===== src/rtl/alu_operand_sequencer_pkg.sv =====
// Shared definitions for the ALU operand sequencer: FSM state encodings,
// ALU opcode constants and the bit positions inside the packed flag word.
package alu_seq_pkg;

  typedef enum logic [2:0] {
    S_A    = 3'd0,
    S_B    = 3'd1,
    S_OP   = 3'd2,
    S_EXEC = 3'd3,
    S_DONE = 3'd4
  } state_t;

  localparam logic [2:0] OP_ADD = 3'd0;
  localparam logic [2:0] OP_SUB = 3'd1;
  localparam logic [2:0] OP_NOT = 3'd2;
  localparam logic [2:0] OP_AND = 3'd3;
  localparam logic [2:0] OP_OR  = 3'd4;
  localparam logic [2:0] OP_XOR = 3'd5;
  localparam logic [2:0] OP_SLT = 3'd6;
  localparam logic [2:0] OP_EQ  = 3'd7;

  localparam int FLAG_CARRY = 2;
  localparam int FLAG_OVF   = 1;
  localparam int FLAG_ZERO  = 0;

  function automatic logic [2:0] pack_flags(input logic carry, input logic ovf, input logic zero);
    logic [2:0] f;
    f             = 3'b000;
    f[FLAG_CARRY] = carry;
    f[FLAG_OVF]   = ovf;
    f[FLAG_ZERO]  = zero;
    return f;
  endfunction

endpackage


===== src/rtl/alu_operand_sequencer_key_debounce.sv =====
// Load-button conditioning: 2-flop synchronizer, counting debouncer and a
// registered rising-edge detector producing a single-cycle pulse per press.
module key_debounce #(
  parameter int DB_CYCLES = 4
) (
  input  logic clk,
  input  logic rst,
  input  logic key_raw,
  output logic pulse
);

  localparam logic [7:0] CNT_LAST = 8'(DB_CYCLES - 1);

  logic       r_sync1;
  logic       r_sync2;
  logic       r_level;
  logic       r_level_d;
  logic       r_armed;
  logic [7:0] r_cnt;
  logic [1:0] r_settle;
  logic       w_rise;

  // A key held through reset never arms; a real low level must be seen first.
  assign w_rise = r_level & ~r_level_d & r_armed;

  always_ff @(posedge clk) begin
    if (rst) begin
      r_sync1   <= 1'b0;
      r_sync2   <= 1'b0;
      r_level   <= 1'b0;
      r_level_d <= 1'b0;
      r_armed   <= 1'b0;
      r_cnt     <= 8'd0;
      r_settle  <= 2'd0;
      pulse     <= 1'b0;
    end else begin
      r_sync1   <= key_raw;
      r_sync2   <= r_sync1;
      r_level_d <= r_level;
      pulse     <= w_rise;
      if (r_sync2 != r_level) begin
        if (r_cnt == CNT_LAST) begin
          r_level <= r_sync2;
          r_cnt   <= 8'd0;
        end else begin
          r_cnt <= r_cnt + 8'd1;
        end
      end else begin
        r_cnt <= 8'd0;
      end
      // r_sync2 only reflects the pin two edges after reset release.
      if (r_settle != 2'd2) begin
        r_settle <= r_settle + 2'd1;
      end
      if ((r_settle == 2'd2) && !r_sync2) begin
        r_armed <= 1'b1;
      end
    end
  end

endmodule


===== src/rtl/alu_operand_sequencer.sv =====
// Steps operand A, operand B and opcode from switches into an external ALU on
// successive debounced key presses, then captures the ALU result and flags.
module alu_operand_sequencer
  import alu_seq_pkg::*;
#(
  parameter int DB_CYCLES = 4
) (
  input  logic       clk,
  input  logic       rst,
  input  logic [3:0] sw_data,
  input  logic [2:0] sw_op,
  input  logic       key_load,
  input  logic       clear,
  output logic [3:0] alu_a,
  output logic [3:0] alu_b,
  output logic [2:0] alu_op,
  input  logic [3:0] alu_result,
  input  logic       alu_carry,
  input  logic       alu_overflow,
  input  logic       alu_zero,
  output logic [3:0] res_q,
  output logic [2:0] flags_q,
  output logic       res_valid,
  output logic [2:0] state_q
);

  state_t     r_state;
  logic [3:0] r_a;
  logic [3:0] r_b;
  logic [2:0] r_op;
  logic [3:0] r_res;
  logic [2:0] r_flags;
  logic       r_res_valid;
  logic       w_load_pulse;

  key_debounce #(
    .DB_CYCLES(DB_CYCLES)
  ) u_key_debounce (
    .clk    (clk),
    .rst    (rst),
    .key_raw(key_load),
    .pulse  (w_load_pulse)
  );

  assign alu_a     = r_a;
  assign alu_b     = r_b;
  assign alu_op    = r_op;
  assign res_q     = r_res;
  assign flags_q   = r_flags;
  assign res_valid = r_res_valid;
  assign state_q   = r_state;

  always_ff @(posedge clk) begin
    if (rst || clear) begin
      r_state     <= S_A;
      r_a         <= 4'd0;
      r_b         <= 4'd0;
      r_op        <= 3'd0;
      r_res       <= 4'd0;
      r_flags     <= 3'd0;
      r_res_valid <= 1'b0;
    end else begin
      r_res_valid <= 1'b0;
      case (r_state)
        S_A: begin
          if (w_load_pulse) begin
            r_a     <= sw_data;
            r_state <= S_B;
          end
        end
        S_B: begin
          if (w_load_pulse) begin
            r_b     <= sw_data;
            r_state <= S_OP;
          end
        end
        S_OP: begin
          if (w_load_pulse) begin
            r_op    <= sw_op;
            r_state <= S_EXEC;
          end
        end
        // The ALU has had a full cycle to settle on the registered operands.
        S_EXEC: begin
          r_res       <= alu_result;
          r_flags     <= pack_flags(alu_carry, alu_overflow, alu_zero);
          r_res_valid <= 1'b1;
          r_state     <= S_DONE;
        end
        S_DONE: begin
          if (w_load_pulse) begin
            r_a     <= sw_data;
            r_state <= S_B;
          end
        end
        default: begin
          r_state <= S_A;
        end
      endcase
    end
  end

endmodule


===== config.mk =====
export PLATFORM = sky130hd
export DESIGN_NAME = alu_operand_sequencer
export DESIGN_NICKNAME = d
export VERILOG_FILES = /design/src/rtl/alu_operand_sequencer_pkg.sv /design/src/rtl/alu_operand_sequencer_key_debounce.sv /design/src/rtl/alu_operand_sequencer.sv
export SDC_FILE = /design/constraint.sdc
export NUM_CORES = 1
export LEC_CHECK = 0
export CAP_MARGIN = 20
export CORE_MARGIN = 1
export CORE_UTILIZATION = 42
export CTS_CLUSTER_SIZE = 28
export DETAILED_ROUTE_END_ITERATION = 10
export GPL_ROUTABILITY_DRIVEN = 0
export PLACE_DENSITY = 0.77
export RECOVER_POWER = 50
export SLEW_MARGIN = 25
export SYNTH_ARGS = -nofsm -noshare
export SYNTH_HDL_FRONTEND = slang
export SYNTH_SLANG_ARGS = --single-unit

===== constraint.sdc =====
create_clock -name clk -period 1.5 [get_ports clk]
set_input_delay 0.3 -clock clk [delete_from_list [all_inputs] [get_ports clk]]
set_output_delay 0.3 -clock clk [all_outputs]
set_load 0.01 [all_outputs]

==> impl_metrics.json, run 1 <==
{
  "hold_ws_ns": 0.452,
  "clockRootBuffer": "sky130_fd_sc_hd__clkbuf_4",
  "synth_warnings": 0,
  "synth-seq-area-share": 0.529,
  "placement_rows": 20,
  "footprint_of_the_multi_input_gates_um2": 657,
  "synth_edf_count": 0,
  "pre_cts_ws_ns": -0.00722,
  "grt.total_usage": 0.182,
  "post_synth.cell_area_avg_um2": 9.98,
  "tritoncts": "yes",
  "register_area_um2": 768,
  "timing_max_transition_violations_final": 0,
  "ys.flop_type": "sky130_fd_sc_hd__dfxtp_1",
  "clkPwrFrac": 0.302,
  "switching_share": 0.233,
  "post_synthesis_cell_area_um2": 1440,
  "failing_checks": "negative setup slack",
  "fmax_ghz": 0.650,
  "numCtsBuffers": 5,
  "routed_via_count_divided_by_cell_count": 4.75,
  "clock_skew_ns": 0.00752,
  "worstSkewPairLatency_ns": 0.33,
  "worst-endpoint-arrival_ns": 1.81,
  "grt_pass1_vias": 1160,
  "io-pin-count": 40,
  "synth.lib_cells_used.distinct": 28,
  "hp-class": "reg2reg",
  "start_util": 0.456,
  "r2r_slack_ns": -0.04,
  "cellPowerDensity_nw_per_um2": 882,
  "final_min_period_ns": 1.54,
  "die_area_um2": 3660,
  "area.growth.synth_to_final_pct": 40.6,
  "design.final.nets": 217,
  "timing.max_cap.violations": 0,
  "cts_max_path_buffers": 2,
  "rsz0062_at_grt": "yes",
  "ctsHtreeMaxLevel": 2,
  "die_y_um": 60.5,
  "internal_power_summed_over_all_cells_w": 0.00137,
  "p_sw_w": 0.000415,
  "grt_antenna_before_repair": 0,
  "outcome": "complete, but fails checks",
  "postSynthNetCount": 164,
  "place.detailed.hpwl_mm": 2.16,
  "cts.sinks": 38,
  "grt_start_max_net_pins": 19,
  "layout_setup_ws_ns": -0.0382,
  "tightestPinTransition_ns": 0.347,
  "port-buffer-count": 39,
  "timing.critical_path.to_type": "flip-flop",
  "finalSetupViolCount": 1,
  "power.share.combinational": 0.100,
  "critPathLaunchType": "flip-flop",
  "clk_pin_slew_worst_paths_ns": 0.10,
  "async_reset_ff_frac": 0,
  "first_pass_iters": 4,
  "global_route.overflow_total": 0,
  "timing.max_slew.rel_slack": 0.769,
  "die_x_um": 60.5,
  "antenna_left": 0,
  "total_leakage_power_nw": 0.883,
  "power_frac_seq": 0.598,
  "fill_cells": 296,
  "synth-seq-cells": 38,
  "synth_cells": 144,
  "wl_per_cell_um": 12.2,
  "placeableCoreArea_um2": 3150,
  "wire_length_of_the_first_global_routing_pass_mm": 4.90,
  "timing_hold_violations_final": 0,
  "route.vias.total": 1149,
  "cp_max_fo": 3,
  "setup.worst_path.class": "reg2reg",
  "timing.critical_path.required_ns": 1.77,
  "drive_gt1_frac": 0.157,
  "drt_iter0_markers": 17,
  "number_of_antenna_repair_diodes": 0,
  "max-vdd-ir-drop_mv": 0.466,
  "drt_wl_total_mm": 2.94,
  "drc_viols": 0,
  "final.period_utilization": 1.03
}
[flip-flops by register name, summed over array words and instances, names as in the netlist]
register and cells:
u_key_debounce.r_level_d 1, u_key_debounce.r_sync2 1, flags_q 3, u_key_debounce.pulse 1
alu_a 4, alu_b 4, res_valid 1, res_q 4
u_key_debounce.r_level 1, alu_op 3, u_key_debounce.r_sync1 1, u_key_debounce.r_settle 2
u_key_debounce.r_cnt 8, u_key_debounce.r_armed 1, state_q 3
[power groups by stage]
| stage | Clock [W] | Sequential [W] | Combinational [W] |
|---|---|---|---|
| after floorplan | 0 | 0.00109 | 0.000105 |
| after global placement | 0 | 0.00109 | 0.000168 |
| after detailed placement | 0 | 0.00109 | 0.000181 |
| after CTS | 0.000561 | 0.00107 | 0.000185 |
| after global routing | 0.000613 | 0.00107 | 0.000214 |
| final | 0.000539 | 0.00107 | 0.000178 |
[routing by layer]
layer	vias up	global-route usage	wire length, um
met5	-	0	0
met2	32	0.330	1440
met1	522	0.199	1270
met3	4	0.0704	203
li1	591	-	-
met4	0	0.0487	28
[final cells by class]
| type | instances | area share |
|---|---|---|
| Clock inverter | 1 | 0.00248 |
| Timing Repair Buffer | 52 | 0.227 |
| Clock buffer | 7 | 0.0272 |
| Multi-Input combinational cell | 94 | 0.325 |
| Tap cell | 44 | 0.0272 |
| Sequential cell | 38 | 0.380 |
| Inverter | 6 | 0.0111 |
[synth_stat cells (all sizes together) (2+ instances only)]
| master | n | share of area |
|---|---|---|
| dfxtp | 38 | 0.53 |
| nor2 | 28 | 0.073 |
| mux2i | 19 | 0.13 |
| a21oi | 8 | 0.028 |
| inv | 6 | 0.016 |
| nor2b | 5 | 0.022 |
| or3 | 5 | 0.022 |
| clkbuf | 4 | 0.010 |
| o21ai | 4 | 0.014 |
| xor2 | 4 | 0.024 |
| nand3 | 3 | 0.010 |
| buf | 2 | 0.0070 |
| ha | 2 | 0.017 |
| nand2 | 2 | 0.0052 |
| nor3b | 2 | 0.014 |
| or4b | 2 | 0.017 |
[critical path: stages, from the launching register on]
cell	delay (ns)
sky130_fd_sc_hd__dfxtp_2	0.37
sky130_fd_sc_hd__ha_4	0.13
sky130_fd_sc_hd__or4b_4	0.48
sky130_fd_sc_hd__or3_1	0.38
sky130_fd_sc_hd__a21oi_2	0.13
[kinds of logic after synthesis]
| kind of cell | after synthesis | share of synthesized area |
|---|---|---|
| AOI/OAI and AO/OA | 14 | 0.0557 |
| muxes | 19 | 0.132 |
| DFF | 38 | 0.529 |
| buffers and inverters | 12 | 0.0331 |
| and+or+nand+nor | 54 | 0.202 |
| xor gates and xnor gates | 5 | 0.0305 |
| adders and majority gates | 2 | 0.0174 |
[layout by cell type, fill, tap and decap left out, types with 2 or more instances in the layout]
master,count
sky130_fd_sc_hd__nor2_1,27
sky130_fd_sc_hd__inv_1,6
sky130_fd_sc_hd__nand3_1,3
sky130_fd_sc_hd__clkbuf_4,5
sky130_fd_sc_hd__mux2i_1,19
sky130_fd_sc_hd__o21ai_0,4
sky130_fd_sc_hd__dlygate4sd2_1,21
sky130_fd_sc_hd__a21oi_1,7
sky130_fd_sc_hd__dfxtp_2,3
sky130_fd_sc_hd__clkdlybuf4s50_1,16
sky130_fd_sc_hd__nor2b_1,5
sky130_fd_sc_hd__buf_4,12
sky130_fd_sc_hd__nand2_1,2
sky130_fd_sc_hd__xor2_1,4
sky130_fd_sc_hd__dfxtp_1,34
sky130_fd_sc_hd__or3_1,5
[worst paths after layout]
| path | end | depth (start not counted) | from |
|---|---|---|---|
| hold reg to reg | u_key_debounce.r_sync2 | 1 | u_key_debounce.r_sync1 |
| setup / recovery | u_key_debounce.r_level | 4 | u_key_debounce.r_cnt[1] |
| setup reg to reg | u_key_debounce.r_level | 4 | u_key_debounce.r_cnt[1] |
| hold / removal | u_key_debounce.r_sync2 | 1 | u_key_debounce.r_sync1 |
[repair_timing]
item / CTS / global route
hold endpoints to repair: 0 / 0
pin swaps: 0 / 4
setup endpoints to repair: 24 / 9
hold buffers: 0 / 0
setup buffers: 1 / 1
gates resized for setup: 26 / 3
[stage by stage]
| step | std cells | util | power, W | TNS [ns] | instance area [um^2] |
|---|---|---|---|---|---|
| final | 242 | 0.641 | 0.00178 | -0.0382 | 2020 |
| after global routing | 242 | 0.641 | 0.00190 | -0.0979 | 2020 |
| after CTS | 241 | 0.642 | 0.00181 | -0.0177 | 2020 |
| after detailed placement | 232 | 0.624 | 0.00127 | -0.00958 | 1970 |
| after global placement | 232 | 0.624 | 0.00126 | 0 | 1970 |
| after floorplan | 144 | - | 0.00119 | 0 | 1450 |
(Power assumes the default switching activity.)
==> inputs of run 2 (changes only) <==
SETUP_SLACK_MARGIN = 0.3   (was not set)
==> run 2 against run 1 <==
  * The run still ends with negative setup slack left
  * Clock-buffer cell count unchanged
  * Fmax grew 1.7%
  * Sequential share of layout area fell by 0.38 points
  * Non-clock buffer count is 11 higher
  * Combinational power barely moved
  * Die area unchanged
  * First-iteration DRC count rose by 88%
  * Flip-flop and latch count unchanged
  * Core utilization is 2.5 points higher
==> impl_metrics.json, run 2 (synthesis gave the netlist of run 1 again) <==
{
  "path_cells": "ha_4 -> or4b_4 -> or3_1 -> a21oi_1",
  "failing_checks": "negative setup slack",
  "placement_rows": 20,
  "grt_antenna_before_repair": 0,
  "grt.total_usage": 0.197,
  "internal_power_summed_over_all_cells_w": 0.00131,
  "clk_pin_slew_worst_paths_ns": 0.10,
  "global_route.overflow_total": 0,
  "max-vdd-ir-drop_mv": 0.841,
  "p_sw_w": 0.000410,
  "final_min_period_ns": 1.51,
  "hp-class": "reg2reg",
  "wire_length_of_the_first_global_routing_pass_mm": 5.22,
  "most_common_library_cell_in_the_layout_ignoring_fill_and_taps": "sky130_fd_sc_hd__nor2_1",
  "placeableCoreArea_um2": 3150,
  "die_x_um": 60.5,
  "routed_via_count_divided_by_cell_count": 4.79,
  "switching_share": 0.238,
  "drt_wl_total_mm": 3.28,
  "drc_viols": 0,
  "clkPwrFrac": 0.280,
  "die_y_um": 60.5,
  "ctsHtreeMaxLevel": 2,
  "clockRootBuffer": "sky130_fd_sc_hd__clkbuf_4",
  "clock_skew_ns": 0.0106,
  "r2r_slack_ns": -0.01,
  "reg2reg_depth": 4,
  "worst_setup_path_startpoint": "u_key_debounce.r_cnt[1]",
  "drive_gt1_frac": 0.409,
  "timing.max_cap.violations": 0,
  "largest-register": "u_key_debounce.r_cnt",
  "grt_start_max_net_pins": 23,
  "critical_path.slowest_cell": "sky130_fd_sc_hd__or4b_4",
  "design.final.nets": 228,
  "timing.critical_path.to_type": "flip-flop",
  "layout_setup_ws_ns": -0.0123,
  "area.growth.synth_to_final_pct": 46.2,
  "crit_path_max_incr_delay_ns": 0.48,
  "r2r_end": "u_key_debounce.r_level",
  "rsz0062_at_grt": "yes",
  "number_of_antenna_repair_diodes": 0,
  "timing_hold_violations_final": 0,
  "antenna_left": 0,
  "timing.critical_path.required_ns": 1.78,
  "setup.worst_path.class": "reg2reg",
  "wl_per_cell_um": 13.0,
  "numCtsBuffers": 5,
  "route.vias.total": 1208,
  "die_area_um2": 3660,
  "crit_path_end": "u_key_debounce.r_level",
  "cp_max_fo": 3,
  "outcome": "complete, but fails checks",
  "final_core_util": 0.667,
  "cts_max_path_buffers": 2,
  "power_frac_seq": 0.617,
  "critPathLaunchType": "flip-flop",
  "worstSkewPairLatency_ns": 0.35,
  "worst-endpoint-arrival_ns": 1.79,
  "pre_cts_ws_ns": -0.00992,
  "start_util": 0.456,
  "fmax_ghz": 0.661,
  "drt_iter0_markers": 32,
  "largest_reg_flops": 8,
  "timing_max_transition_violations_final": 0,
  "first_pass_iters": 4,
  "grt_pass1_vias": 1173,
  "cellPowerDensity_nw_per_um2": 820,
  "p_total_w": 0.00172,
  "total_leakage_power_nw": 0.904,
  "worstReg2RegStart": "u_key_debounce.r_cnt[1]",
  "timing.max_slew.rel_slack": 0.714,
  "place.detailed.hpwl_mm": 2.13,
  "port-buffer-count": 39,
  "io-pin-count": 40,
  "power.share.combinational": 0.103,
  "tightestPinTransition_ns": 0.428,
  "final.period_utilization": 1.01,
  "layout.cells.most_common_list": "sky130_fd_sc_hd__nor2_1 (28), sky130_fd_sc_hd__buf_2 (20), sky130_fd_sc_hd__mux2i_1 (19)",
  "finalSetupViolCount": 1,
  "tritoncts": "yes",
  "cts.sinks": 38
}
run 2: cell count changes in the layout (fill, tap and decap cells not counted), moves of 3 or more:
cell / before / now
sky130_fd_sc_hd__buf_6: 0 / 8
sky130_fd_sc_hd__buf_4: 12 / 15
sky130_fd_sc_hd__dlygate4sd2_1: 21 / 1
sky130_fd_sc_hd__dfxtp_2: 3 / 18
sky130_fd_sc_hd__a21oi_1: 7 / 4
sky130_fd_sc_hd__buf_2: 0 / 20
sky130_fd_sc_hd__a21oi_2: 1 / 4
sky130_fd_sc_hd__dfxtp_1: 34 / 18
run 2: routing by layer:
metal / vias to the layer above / global-route usage / routed length, um / part of all wire
met5: - / 0 / 0 / 0
met3: 5 / 0.0661 / 140 / 0.043
met4: 0 / 0.0584 / 40 / 0.012
met1: 564 / 0.227 / 1340 / 0.41
li1: 613 / - / - / -
met2: 26 / 0.345 / 1760 / 0.54
run 2: power by group through the flow:
stage                     clock (W)  sequential (W)  combinational [W]
final                      0.000482         0.00106           0.000177
after global routing       0.000546         0.00107           0.000206
after CTS                  0.000494         0.00107           0.000184
after detailed placement          0         0.00109           0.000181
after global placement            0         0.00109           0.000168
after floorplan                   0         0.00109           0.000105
run 2: cell type report:
| class | instances | area, um^2 |
|---|---|---|
| Fill cell | 267 | 1050 |
| Sequential cell | 38 | 791 |
| Multi-Input combinational cell | 94 | 697 |
| Timing Repair Buffer | 63 | 492 |
| Tap cell | 44 | 55.1 |
| Clock buffer | 7 | 45.0 |
| Inverter | 6 | 22.5 |
run 2: metrics by stage:
step                      hold slack (ns)  instances  area [um^2]   TNS, ns
after floorplan                     0.414        144         1470         0
after global placement              0.421        230         1960         0
after detailed placement            0.432        230         1960   -0.0107
after CTS                           0.453        247         2070  -0.00513
after global routing                0.474        252         2100    -0.107
final                               0.459        252         2100   -0.0123
run 2: worst min path at each step:
stage,startpoint,to,slack (ns),depth (start not counted)
2_1_floorplan,u_key_debounce.r_sync1,u_key_debounce.r_sync2,0.41,1
3_3_place_gp,u_key_debounce.r_sync1,u_key_debounce.r_sync2,0.42,1
3_5_place_dp,u_key_debounce.r_sync1,u_key_debounce.r_sync2,0.43,1
4_1_cts,u_key_debounce.r_sync1,u_key_debounce.r_sync2,0.45,1
5_1_grt,u_key_debounce.r_sync1,u_key_debounce.r_sync2,0.47,1
6_report,u_key_debounce.r_sync1,u_key_debounce.r_sync2,0.46,1
run 2: timing repair:
action / in CTS / in global routing
endpoints found under the setup margin: 37 / 38
pin swaps: 6 / 9
hold buffers: 0 / 0
resized for setup: 104 / 23
gates cloned: 0 / 1
setup buffers: 10 / 4
run 2: critical path: cells and delay by family, from the launching register on:
family	cells	cell delay, ns
compound gates	1	0.12
fa+ha+maj	1	0.13
flops	1	0.37
simple gates	2	0.84
